===== config.mk =====
export PLATFORM = sky130hd
export DESIGN_NAME = keypad_scanner
export DESIGN_NICKNAME = d
export VERILOG_FILES = /design/src/rtl/keypad_pkg.sv /design/src/rtl/keypad_scanner_input_sync.sv /design/src/rtl/keypad_scanner.sv
export SDC_FILE = /design/constraint.sdc
export NUM_CORES = 1
export LEC_CHECK = 0
export BUFFER_PORTS_ARGS = -buffer_cell sky130_fd_sc_hd__buf_2
export CAP_MARGIN = 0
export CORE_ASPECT_RATIO = 1.75
export CORE_MARGIN = 2
export CORE_UTILIZATION = 45
export DETAILED_ROUTE_END_ITERATION = 8
export PLACE_DENSITY = 0.67
export SLEW_MARGIN = 30
export SYNTH_ARGS = -nofsm -noshare
export SYNTH_HDL_FRONTEND = slang
export SYNTH_SLANG_ARGS = --single-unit
export TNS_END_PERCENT = 100

===== constraint.sdc =====
create_clock -name clock -period 2.1 [get_ports clock]
set_input_delay 0.315 -clock clock [delete_from_list [all_inputs] [get_ports clock]]
set_output_delay 0.315 -clock clock [all_outputs]
set_load 0.01 [all_outputs]

===== src/rtl/keypad_pkg.sv =====
// Shared keypad definitions: matrix geometry, scanner states and legend map.
package keypad_pkg;

  localparam int KEY_ROWS = 4;
  localparam int KEY_COLS = 4;

  typedef enum logic [1:0] {
    SCAN,
    DEBOUNCE,
    HELD
  } scan_state_t;

  // Map a row*4+col key code to the printed keypad legend for display.
  // The '*' key shows as E and '#' as F.
  function automatic logic [3:0] key_to_hex(input logic [3:0] code);
    logic [3:0] hex;
    case (code)
      4'd0:    hex = 4'h1;
      4'd1:    hex = 4'h2;
      4'd2:    hex = 4'h3;
      4'd3:    hex = 4'hA;
      4'd4:    hex = 4'h4;
      4'd5:    hex = 4'h5;
      4'd6:    hex = 4'h6;
      4'd7:    hex = 4'hB;
      4'd8:    hex = 4'h7;
      4'd9:    hex = 4'h8;
      4'd10:   hex = 4'h9;
      4'd11:   hex = 4'hC;
      4'd12:   hex = 4'hE;
      4'd13:   hex = 4'h0;
      4'd14:   hex = 4'hF;
      default: hex = 4'hD;
    endcase
    return hex;
  endfunction

endpackage


===== src/rtl/keypad_scanner_input_sync.sv =====
// Two-flop synchronizer for asynchronous level inputs; resets to all ones
// so idle pulled-up lines read as inactive straight out of reset.
module input_sync #(
  parameter int WIDTH = 4
) (
  input  logic             clock,
  input  logic             rst,
  input  logic [WIDTH-1:0] d,
  output logic [WIDTH-1:0] q
);

  logic [WIDTH-1:0] meta_q;
  logic [WIDTH-1:0] sync_q;

  // Two-stage capture chain; the first stage may go metastable.
  always_ff @(posedge clock or posedge rst) begin
    if (rst) begin
      meta_q <= '1;
      sync_q <= '1;
    end else begin
      // NOTE: non-blocking assignments let both stages sample the old values
      // on the same edge, forming a real shift chain regardless of order.
      meta_q <= d;
      sync_q <= meta_q;
    end
  end

  assign q = sync_q;

endmodule


===== src/rtl/keypad_scanner.sv =====
// 4x4 matrix keypad scanner: walks an active-low column, debounces a single
// key on press and release, and hands the key code to a valid/ack register.
module keypad_scanner
  import keypad_pkg::*;
#(
  parameter int SCAN_DIV       = 50000,
  parameter int DEBOUNCE_SCANS = 4
) (
  input  logic                clock,
  input  logic                rst,
  input  logic [KEY_ROWS-1:0] row_in,
  output logic [KEY_COLS-1:0] col_out,
  output logic [3:0]          key_code,
  output logic                key_valid,
  input  logic                key_ack,
  output logic                key_down,
  output logic                key_overrun
);

  localparam int CW = (SCAN_DIV > 1) ? $clog2(SCAN_DIV) : 1;
  localparam int DW = $clog2(DEBOUNCE_SCANS + 1);
  localparam logic [CW-1:0] DWELL_LAST = CW'(SCAN_DIV - 1);
  localparam logic [DW-1:0] DEB_LAST   = DW'(DEBOUNCE_SCANS - 1);

  logic [KEY_ROWS-1:0] rows_s;

  input_sync #(.WIDTH(KEY_ROWS)) u_row_sync (
    .clock (clock),
    .rst   (rst),
    .d     (row_in),
    .q     (rows_s)
  );

  scan_state_t         state_q,       state_d;
  logic [CW-1:0]       cnt_q,         cnt_d;
  logic [1:0]          col_q,         col_d;
  logic [1:0]          row_q,         row_d;
  logic [DW-1:0]       deb_q,         deb_d;
  logic [KEY_COLS-1:0] col_out_q,     col_out_d;
  logic [3:0]          key_code_q,    key_code_d;
  logic                key_valid_q,   key_valid_d;
  logic                key_down_q,    key_down_d;
  logic                key_overrun_q, key_overrun_d;

  logic dwell_end;
  logic any_low;
  logic accept;
  logic advance;

  assign dwell_end = (cnt_q == DWELL_LAST);
  assign any_low   = ~&rows_s;

  // Next-state logic for the dwell timer, scan FSM, debounce and key register.
  always_comb begin
    // NOTE: every output of this block gets a default first, so no path
    // leaves a signal unassigned and no latch is inferred.
    state_d       = state_q;
    cnt_d         = dwell_end ? '0 : cnt_q + CW'(1);
    col_d         = col_q;
    row_d         = row_q;
    deb_d         = deb_q;
    key_code_d    = key_code_q;
    key_valid_d   = key_valid_q;
    key_down_d    = key_down_q;
    key_overrun_d = key_overrun_q;
    accept        = 1'b0;
    advance       = 1'b0;

    // Acknowledge only matters while a key is pending.
    if (key_ack && key_valid_q) begin
      key_valid_d   = 1'b0;
      key_overrun_d = 1'b0;
    end

    if (dwell_end) begin
      case (state_q)
        SCAN: begin
          if (any_low) begin
            // Lowest-index low row wins when several are down.
            if (!rows_s[0])      row_d = 2'd0;
            else if (!rows_s[1]) row_d = 2'd1;
            else if (!rows_s[2]) row_d = 2'd2;
            else                 row_d = 2'd3;
            if (DEBOUNCE_SCANS == 1) begin
              accept = 1'b1;
            end else begin
              state_d = DEBOUNCE;
              deb_d   = DW'(1);
            end
          end else begin
            advance = 1'b1;
          end
        end
        DEBOUNCE: begin
          if (!rows_s[row_q]) begin
            if (deb_q == DEB_LAST) accept = 1'b1;
            else                   deb_d  = deb_q + DW'(1);
          end else begin
            state_d = SCAN;
            advance = 1'b1;
          end
        end
        HELD: begin
          if (rows_s[row_q]) begin
            if (deb_q == DEB_LAST) begin
              key_down_d = 1'b0;
              state_d    = SCAN;
              advance    = 1'b1;
            end else begin
              deb_d = deb_q + DW'(1);
            end
          end else begin
            deb_d = '0;
          end
        end
        default: begin
          state_d = SCAN;
        end
      endcase
    end

    // A new key always loads; it is an overrun only if the old one was
    // still pending and not being acknowledged this very cycle.
    if (accept) begin
      state_d     = HELD;
      deb_d       = '0;
      key_code_d  = {row_d, col_q};
      key_valid_d = 1'b1;
      key_down_d  = 1'b1;
      if (key_valid_q && !key_ack) key_overrun_d = 1'b1;
    end

    if (advance) col_d = col_q + 2'd1;

    col_out_d = ~(KEY_COLS'(1) << col_d);
  end

  // Single state register for the whole scanner, outputs included.
  always_ff @(posedge clock or posedge rst) begin
    if (rst) begin
      state_q       <= SCAN;
      cnt_q         <= '0;
      col_q         <= 2'd0;
      row_q         <= 2'd0;
      deb_q         <= '0;
      col_out_q     <= 4'b1110;
      key_code_q    <= 4'd0;
      key_valid_q   <= 1'b0;
      key_down_q    <= 1'b0;
      key_overrun_q <= 1'b0;
    end else begin
      state_q       <= state_d;
      cnt_q         <= cnt_d;
      col_q         <= col_d;
      row_q         <= row_d;
      deb_q         <= deb_d;
      col_out_q     <= col_out_d;
      key_code_q    <= key_code_d;
      key_valid_q   <= key_valid_d;
      key_down_q    <= key_down_d;
      key_overrun_q <= key_overrun_d;
    end
  end

  assign col_out     = col_out_q;
  assign key_code    = key_code_q;
  assign key_valid   = key_valid_q;
  assign key_down    = key_down_q;
  assign key_overrun = key_overrun_q;

endmodule


==> results.txt, run 1 <==
Standard cell with the maximum stage delay on the critical path: or4_4. The netlist uses 44 different library cells. The final critical-path setup slack is -8.38 ps, and the number of antenna violations at the first check in global routing is 0. Sorting the synthesized cells by area gives the leading types as dfrtp_1 (42%), dfstp_2 (15%), xnor2_1 (4.0%). The final layout contains 216 nets. The layout cell share with drive strength beyond 1 was 0.333. The logs give 0 for the final routed DRC violation total and 0 for the number of antenna diodes. The tools report the number of setup violations in the final report as 1.

On the worst path, the slowest cell contributes a delay of 560 ps. Overall power consumption after layout is estimated at 0.00145 W. For the number of hold violations in the final report, the log shows 0. The floorplan step defined a core boundary enclosing 4190 um^2.

The cell sitting at the root of the clock tree is a clkbuf_8. In this run the critical register-to-register path is captured at key_code[2]. After floorplanning, the core was divided into 31 placement rows. The tools report the sort of element at the start of the critical path as a flop.

The cell depth of the worst min-delay path was 1; the CTS sink count was 44. After synthesis, the mean cell area works out to 11.9 um^2. The average wire per standard cell is 14.8 um. The number of pins with negative max-slew slack in the final report came out at 0. For the worst setup path, the data required time is 2290 ps. The fraction of the cycle the final worst path needs is 1.00, and the number of violations reported at the end of detailed-routing iteration 0 is 24.

The layout overhead on the synthesized area was 18.2%; the final critical path time including I/O delays and setup was 2110 ps. For the fraction of the yosys area taken by sequential cells, the log shows 0.564. Via-per-instance ratio: 5.32. The data arrival at the endpoint of the critical path was 2290 ps. The count of nets left with antenna violations once routing finished came out at 0. The worst-case reg-to-reg path depth is 5. For the total of warnings raised by yosys, the log shows 0. Detailed placement finished with a half-perimeter wire length of 2770 um. Total global routing overflow: 0. The post-synthesis sequential element count came out at 44. The fraction of synthesis flops using an asynchronous set or reset pin works out to 1.00. The number of global-route vias before repair was 1469. 18 I/O pins were placed. Relative max-transition margin: 0.641.

The tightest min-delay check is of the in -> reg type. Walking the worst path, the cells encountered are or4_4 -> or4_4 -> nor3b_2 -> mux2i_1 -> mux2_4. Max-cap violations in this run came to 0. The tools report the number of iterations in the first detailed-routing pass as 4. The worst setup path is captured at a flop. For the worst-skew pair, the clock arrives at the later sink with an insertion delay of 300 ps.

Input and output buffers added on the ports amount to 17. After clock tree synthesis, the flow added hold-fix buffers numbering 0. In this run the power density over the cells is 621 nW/um^2. The tools report the largest net degree at the start of global routing as 45.

The cell count after synthesis came out at 166. The worst register-to-register path begins at cnt_q[7]. Proportion of netlist area held by the largest area contributor: 0.418.

The commonest register cell after synthesis was dfrtp_1. After clock tree synthesis, the clock-pin slew on the worst setup and hold paths is 80 ps. The tools report the endpoint with the worst hold slack as u_row_sync.meta_q[3]. Along the worst path, the maximum fanout reaches 3.

The logs give 0.472 for the initial standard-cell utilization of the core and 6.89 ps for the clock skew after layout. The die is 91.7 um tall. The final reports fail on negative setup slack. By startpoint and endpoint, the worst setup path is classified as reg -> reg.

The area of the die was 4960 um^2; the actual slew at the worst max-slew pin was 539 ps. For the leakage component of the power, the log shows 1.12 nW. TritonCTS built the clock tree. The largest area contributor in the netlist was dfrtp_1.

The core utilization of the finished layout was 0.558. The setup check on the worst reg-to-reg path leaves a slack of -8 ps. The number of levels in the clock H-tree was 2.

The total nets after synthesis is 179. The number of enable-type register cells in the synthesized netlist was 0; the total global routing track utilization was 0.185. The longest clock path from root to sink contains 2 buffers.

The horizontal die dimension was 54.1 um; the worst hold slack was 110 ps. The number of CTS-inserted buffers came out at 5. The run finished, with violations left. The run gives 6620 um as the global-route wire length before repair.

Wires add up to 3760 um. Setup repair after global routing could not meet its margin everywhere. The detailed router placed 1347 vias in this run. The hold path startpoint was row_in[3].

The run gives 474 MHz as the fmax. Counting stages on the worst path, the most repeated cell is or4_4. The synthesized cell area is 1980 um^2, and the worst-case vdd ir drop is 0.000619 V. The final weighted congestion of routability-driven global placement was 0.765.
-- layout by cell type (no fill, tap or decap), drive strengths merged, types with 2 or more instances in the layout --
cell type  Yosys  layout
clkbuf         1       6
nor3           3       3
nand2b         3       3
dfrtp         33      33
a211oi         2       2
a31oi          3       3
and3           6       6
dfstp         11      11
ha             6       6
nand2         15      15
o21ai          5       5
mux2           5       5
nand3          7       7
nor2b          3       3
nor2          13      13
or4            2       2
inv            7       8
xnor2          9       9
buf            1      32
nor3b          2       2
a21oi          4       4
xor2           7       7
nand4b         2       2
-- flip-flops by register name, summed over array words and instances (netlist names), 2 cells and up, named ones only --
| signal | count |
|---|---|
| cnt_q | 16 |
| col_out | 4 |
| key_code | 4 |
| u_row_sync.meta_q | 4 |
| u_row_sync.q | 4 |
| deb_q | 3 |
| col_q | 2 |
| row_q | 2 |
| state_q | 2 |
-- power breakdown --
group          total (W)  internal, W  switching [W]
logic          0.0000296   0.00000799      0.0000216
clock network   0.000557     0.000269       0.000288
registers       0.000866     0.000861     0.00000491
-- cells by family after synthesis --
group | synth area share
simple gates | 0.189
flops | 0.564
compound gates | 0.0703
xor+xnor | 0.0747
buf+inv | 0.0177
mux | 0.0468
fa+ha+maj | 0.0380
-- final cells by class --
class	instances	area [um^2]
Multi-Input combinational cell	113	837
Tap cell	49	61.3
Fill cell	366	1850
Inverter	7	26.3
Clock inverter	2	13.8
Timing Repair Buffer	32	201
Clock buffer	6	82.6
Sequential cell	44	1110
-- stage by stage --
stage          TNS [ps]  area [um^2]  worst slack, ps  std cells
6_report          -8.38         2340            -8.38        253
5_1_grt            -454         2340            -88.2        253
4_1_cts           -35.8         2310            -20.1        251
3_5_place_dp      -2.51         2210            -2.51        243
3_3_place_gp          0         2210             23.4        243
2_1_floorplan         0         1980             45.7        166
-- critical path, delay by kind of cell, from the launching register on --
kind | cells | cell delay [ps]
muxes | 2 | 390
and+or+nand+nor | 3 | 1230
DFF | 1 | 380
-- worst max-delay path by stage --
stage	startpoint	end	slack, ps	cells after the start
floorplan	cnt_q[7]	key_code[2]	50	5
global placement	cnt_q[7]	col_out[0]	20	5
detailed placement	cnt_q[7]	col_out[0]	-3	5
CTS	cnt_q[7]	col_out[0]	-20	5
global route	cnt_q[7]	state_q[0]	-90	5
finish	cnt_q[7]	key_code[2]	-8	5
-- synth_stat cells (2+ instances only) --
| cell | count |
|---|---|
| nor2b_1 | 3 |
| xor2_1 | 6 |
| and3_1 | 4 |
| inv_1 | 7 |
| nand2b_1 | 3 |
| nand4b_1 | 2 |
| nor3_1 | 3 |
| dfrtp_1 | 33 |
| and3_2 | 2 |
| nor2_1 | 13 |
| nand2_1 | 15 |
| a21oi_1 | 4 |
| xnor2_1 | 9 |
| dfstp_2 | 11 |
| o21ai_0 | 5 |
| ha_1 | 6 |
| nand3_1 | 7 |
| or4_4 | 2 |
| a31oi_1 | 3 |
| mux2_2 | 4 |
-- what timing repair did --
| item | 4_1_cts | 5_1_grt |
|---|---|---|
| gates resized for setup | 0 | 3 |
| pin swaps | 0 | 1 |
| buffers inserted | 0 | 2 |
| setup endpoints to repair | 2 | 12 |
-- layer usage --
| metal | GRT usage | vias to the layer above | share of wire |
|---|---|---|---|
| li1 | - | 649 | - |
| met1 | 0.211 | 659 | 0.38 |
| met2 | 0.305 | 29 | 0.55 |
| met3 | 0.0472 | 10 | 0.040 |
| met4 | 0.0938 | 0 | 0.024 |
| met5 | 0 | - | 0 |
No activity file was read; power rests on OpenSTA's default activity.
==> run 2, diff against run 1 <==
Settings changed: CORE_ASPECT_RATIO 1.75 to default.
==> run 2 against run 1 <==
- the flow still finishes with violations (negative setup slack)
- power shrank 2.5%
- non-clock buffer count shrank 3
- clock skew shrank 1.0 ps
- setup slack lost 6.5 ps
- combinational power shrank 1%
- clock-buffer cell count grew 2
- sequential share of layout area is essentially flat
- critical path depth is the same
- sequential power is essentially flat
- critical endpoint is now col_q[1]
==> results.txt, run 2 (synthesized netlist as in run 1, its figures left out) <==
For the relative max-transition margin, the log shows 0.647 (+0.00598). The final critical-path setup slack was -14.9 ps (-6.53 ps). Setup repair after global routing could not meet its margin everywhere. The run gives 0 (unchanged) as the number of antenna diodes. The worst-case vdd ir drop came out at 0.000445 V (-28%).

For the core area, the log shows 4290 um^2 (+2.5%). The logs give 6420 um (-2.9%) for the global-route wire length before repair and 0.00142 W (-2.5%) for the overall power consumption. Maximum fanout along the worst path: 4 (+1). The count of standard-cell rows is 24 (-23%).

The via-per-instance ratio is 5.29 (-0.59%), and the actual slew at the worst max-slew pin is 530 ps (-8.98 ps). The final reports fail on negative setup slack. The number of levels in the clock H-tree came out at 2 (unchanged). The run gives 473 MHz (-0.31%) as the fmax. The total global routing track utilization is 0.164 (-0.0205). The tools report the largest net degree at the start of global routing as 45 (unchanged).

The logs give 3610 um (-4.0%) for the post-detailed-routing wire length and 244 (+0.41%) for the instance count after placement with tap cells included. For the area taken by multi-input logic gates, the log shows 857 um^2 (+2.4%). The number of iterations in the first detailed-routing pass is 4 (unchanged).

The leakage component of the power is 1.10 nW (-1.3%). The clock skew after layout came out at 5.85 ps (-1.05 ps). The signal on the critical path passes through or4_4 -> or4_4 -> a211oi_4 -> nand2_1 -> xnor2_1. The number of violations of the max-capacitance limit came out at 0 (unchanged).

The total global routing overflow was 0 (unchanged). Cell depth of the worst min-delay path: 1 (unchanged). The clock edge transition at the registers on the reported setup and hold paths is 70 ps (about the same), and the residual antenna-violating net count after detailed routing is 0 (unchanged). The layout cell share with drive strength beyond 1 came out at 0.328 (-0.00498). Count of buffers inserted at the top-level ports: 17 (unchanged). By instance count, the cell type seen most on the critical path is or4_4. The worst setup path is captured at a flop. The tools report the layout filler cell count as 380 (+3.8%).

The fraction of the cycle the final worst path needs was 1.01 (+0.00311). Count of buffering cells on the critical path with inverters included: 0 (unchanged). The run gives 2260 ps (-30 ps) as the data required time of the critical path. The path class of the tightest hold or removal check is in -> reg. Clock network latency to the later pin of the worst-skew pair: 290 ps (about the same).

The worst setup path is of the reg -> reg kind. The number of flip-flops in the largest register is 16 (unchanged). Sort of element at the start of the critical path: a flop. For the number of global-route vias before repair, the log shows 1454 (-1.0%).

Broken down by cell family, the worst path's largest delay share belongs to simple AND/OR/NAND/NOR gates. The number of CTS-inserted buffers was 5 (unchanged); the final critical path time including I/O delays and setup was 2110 ps (+6.53 ps). The final cell count without fillers is 253 (unchanged).

The number of antenna violations at the first check in global routing is 0 (unchanged), and the maximum buffer depth of the clock tree is 2 (unchanged). The CTS sink count is 44 (unchanged). The top-level port count is 18 (unchanged), and the power density of the placed cells is 606 nW/um^2 (-2.4%). Sequential cell area: 1110 um^2 (unchanged). Clock tree synthesis selected as its root buffer the cell clkbuf_8. The tools report the number of setup violations in the final report as 3 (+2).

The top cell types in the final layout, fill and taps aside, are dfrtp_1 (33), buf_2 (17), nand2_1 (15). The run gives 0 (unchanged) as the number of pins with negative max-slew slack in the final report. The placed wire-length estimate after detailed placement is 2670 um (-3.7%). For the area of the die, the log shows 4940 um^2 (-0.42%). Number of violations reported at the end of detailed-routing iteration 0: 37 (+54%). The run finished, with violations left. The logs give 213 (-1.4%) for the number of nets in the layout and 0 (unchanged) for the number of hold violations in the final report. The horizontal die dimension is 70.3 um (+30%), and the total of hold buffers inserted after clock tree synthesis is 0 (unchanged).

The initial standard-cell utilization of the core came out at 0.460 (-0.0116). The layout overhead on the synthesized area was 18.2% (about the same). The run gives 0.826 (+7.9%) as the final weighted congestion of routability-driven global placement. TritonCTS built the clock tree. The worst-case reg-to-reg path depth was 5 (unchanged); the average wire per standard cell was 14.2 um (-4.0%). The total number of vias is 1339 (-0.59%), and the final routed DRC violation total is 0 (unchanged). Standard cell with the maximum stage delay on the critical path: or4_4.

The run gives 2280 ps (about the same) as the data arrival at the endpoint of the critical path. The die height came out at 70.3 um (-23%). The library cell used most frequently in the layout, excluding fill and tap cells, is dfrtp_1. Ranked by flip-flop count, first place goes to cnt_q. The count of cell instances traversed by the critical path came out at 5 (unchanged).

The delay of the slowest cell on the worst path works out to 550 ps (about the same).
==> run 2: final timing paths <==
path	start	to	slack, ps
min in group asynchronous	rst	cnt_q[2]	140
setup reg to reg	cnt_q[7]	col_q[1]	-10
setup / recovery	cnt_q[7]	col_q[1]	-10
hold reg to reg	u_row_sync.meta_q[3]	u_row_sync.q[3]	360
max in group asynchronous	rst	u_row_sync.q[1]	1580
hold / removal	row_in[0]	u_row_sync.meta_q[0]	120
==> run 2: metal layers <==
layer  vias up  part of all wire  global-route usage
met1       672              0.42               0.187
met4         0             0.022              0.0620
met5         -                 0                   0
met3         7             0.034              0.0447
met2        20              0.52               0.291
li1        640                 -                   -
==> run 2: stage by stage <==
stage / setup TNS [ps] / worst slack (ps) / util / hold slack, ps / instance area (um^2)
6_report: -19.5 / -14.9 / 0.544 / 119 / 2340
2_1_floorplan: 0 / 45.7 / - / 319 / 1980
3_5_place_dp: -17.4 / -17.4 / 0.513 / 347 / 2200
5_1_grt: -630 / -108 / 0.544 / 104 / 2340
3_3_place_gp: 0 / 29.8 / 0.513 / 347 / 2200
4_1_cts: -12.8 / -12.8 / 0.537 / 110 / 2300
==> run 2: area by class of cell <==
type                    count  share of cell area
inverters                   7              0.0112
clock buffers               8              0.0386
repair buffers             29              0.0782
multi-input cells         113               0.367
flip-flops and latches     44               0.477
well taps                  52              0.0279
==> run 2: what timing repair did <==
| item | 4_1_cts | 5_1_grt |
|---|---|---|
| buffers inserted | 1 | 0 |
| cloned | 0 | 0 |
| pin swaps | 0 | 2 |
| endpoints found under the setup margin | 3 | 9 |
| gates resized for setup | 1 | 8 |
==> run 2: power breakdown <==
| part | internal [W] | switching [W] | leakage [nW] |
|---|---|---|---|
| Combinational | 0.00000800 | 0.0000212 | 0.499 |
| Sequential | 0.000861 | 0.00000453 | 0.557 |
| Clock | 0.000268 | 0.000253 | 0.0455 |
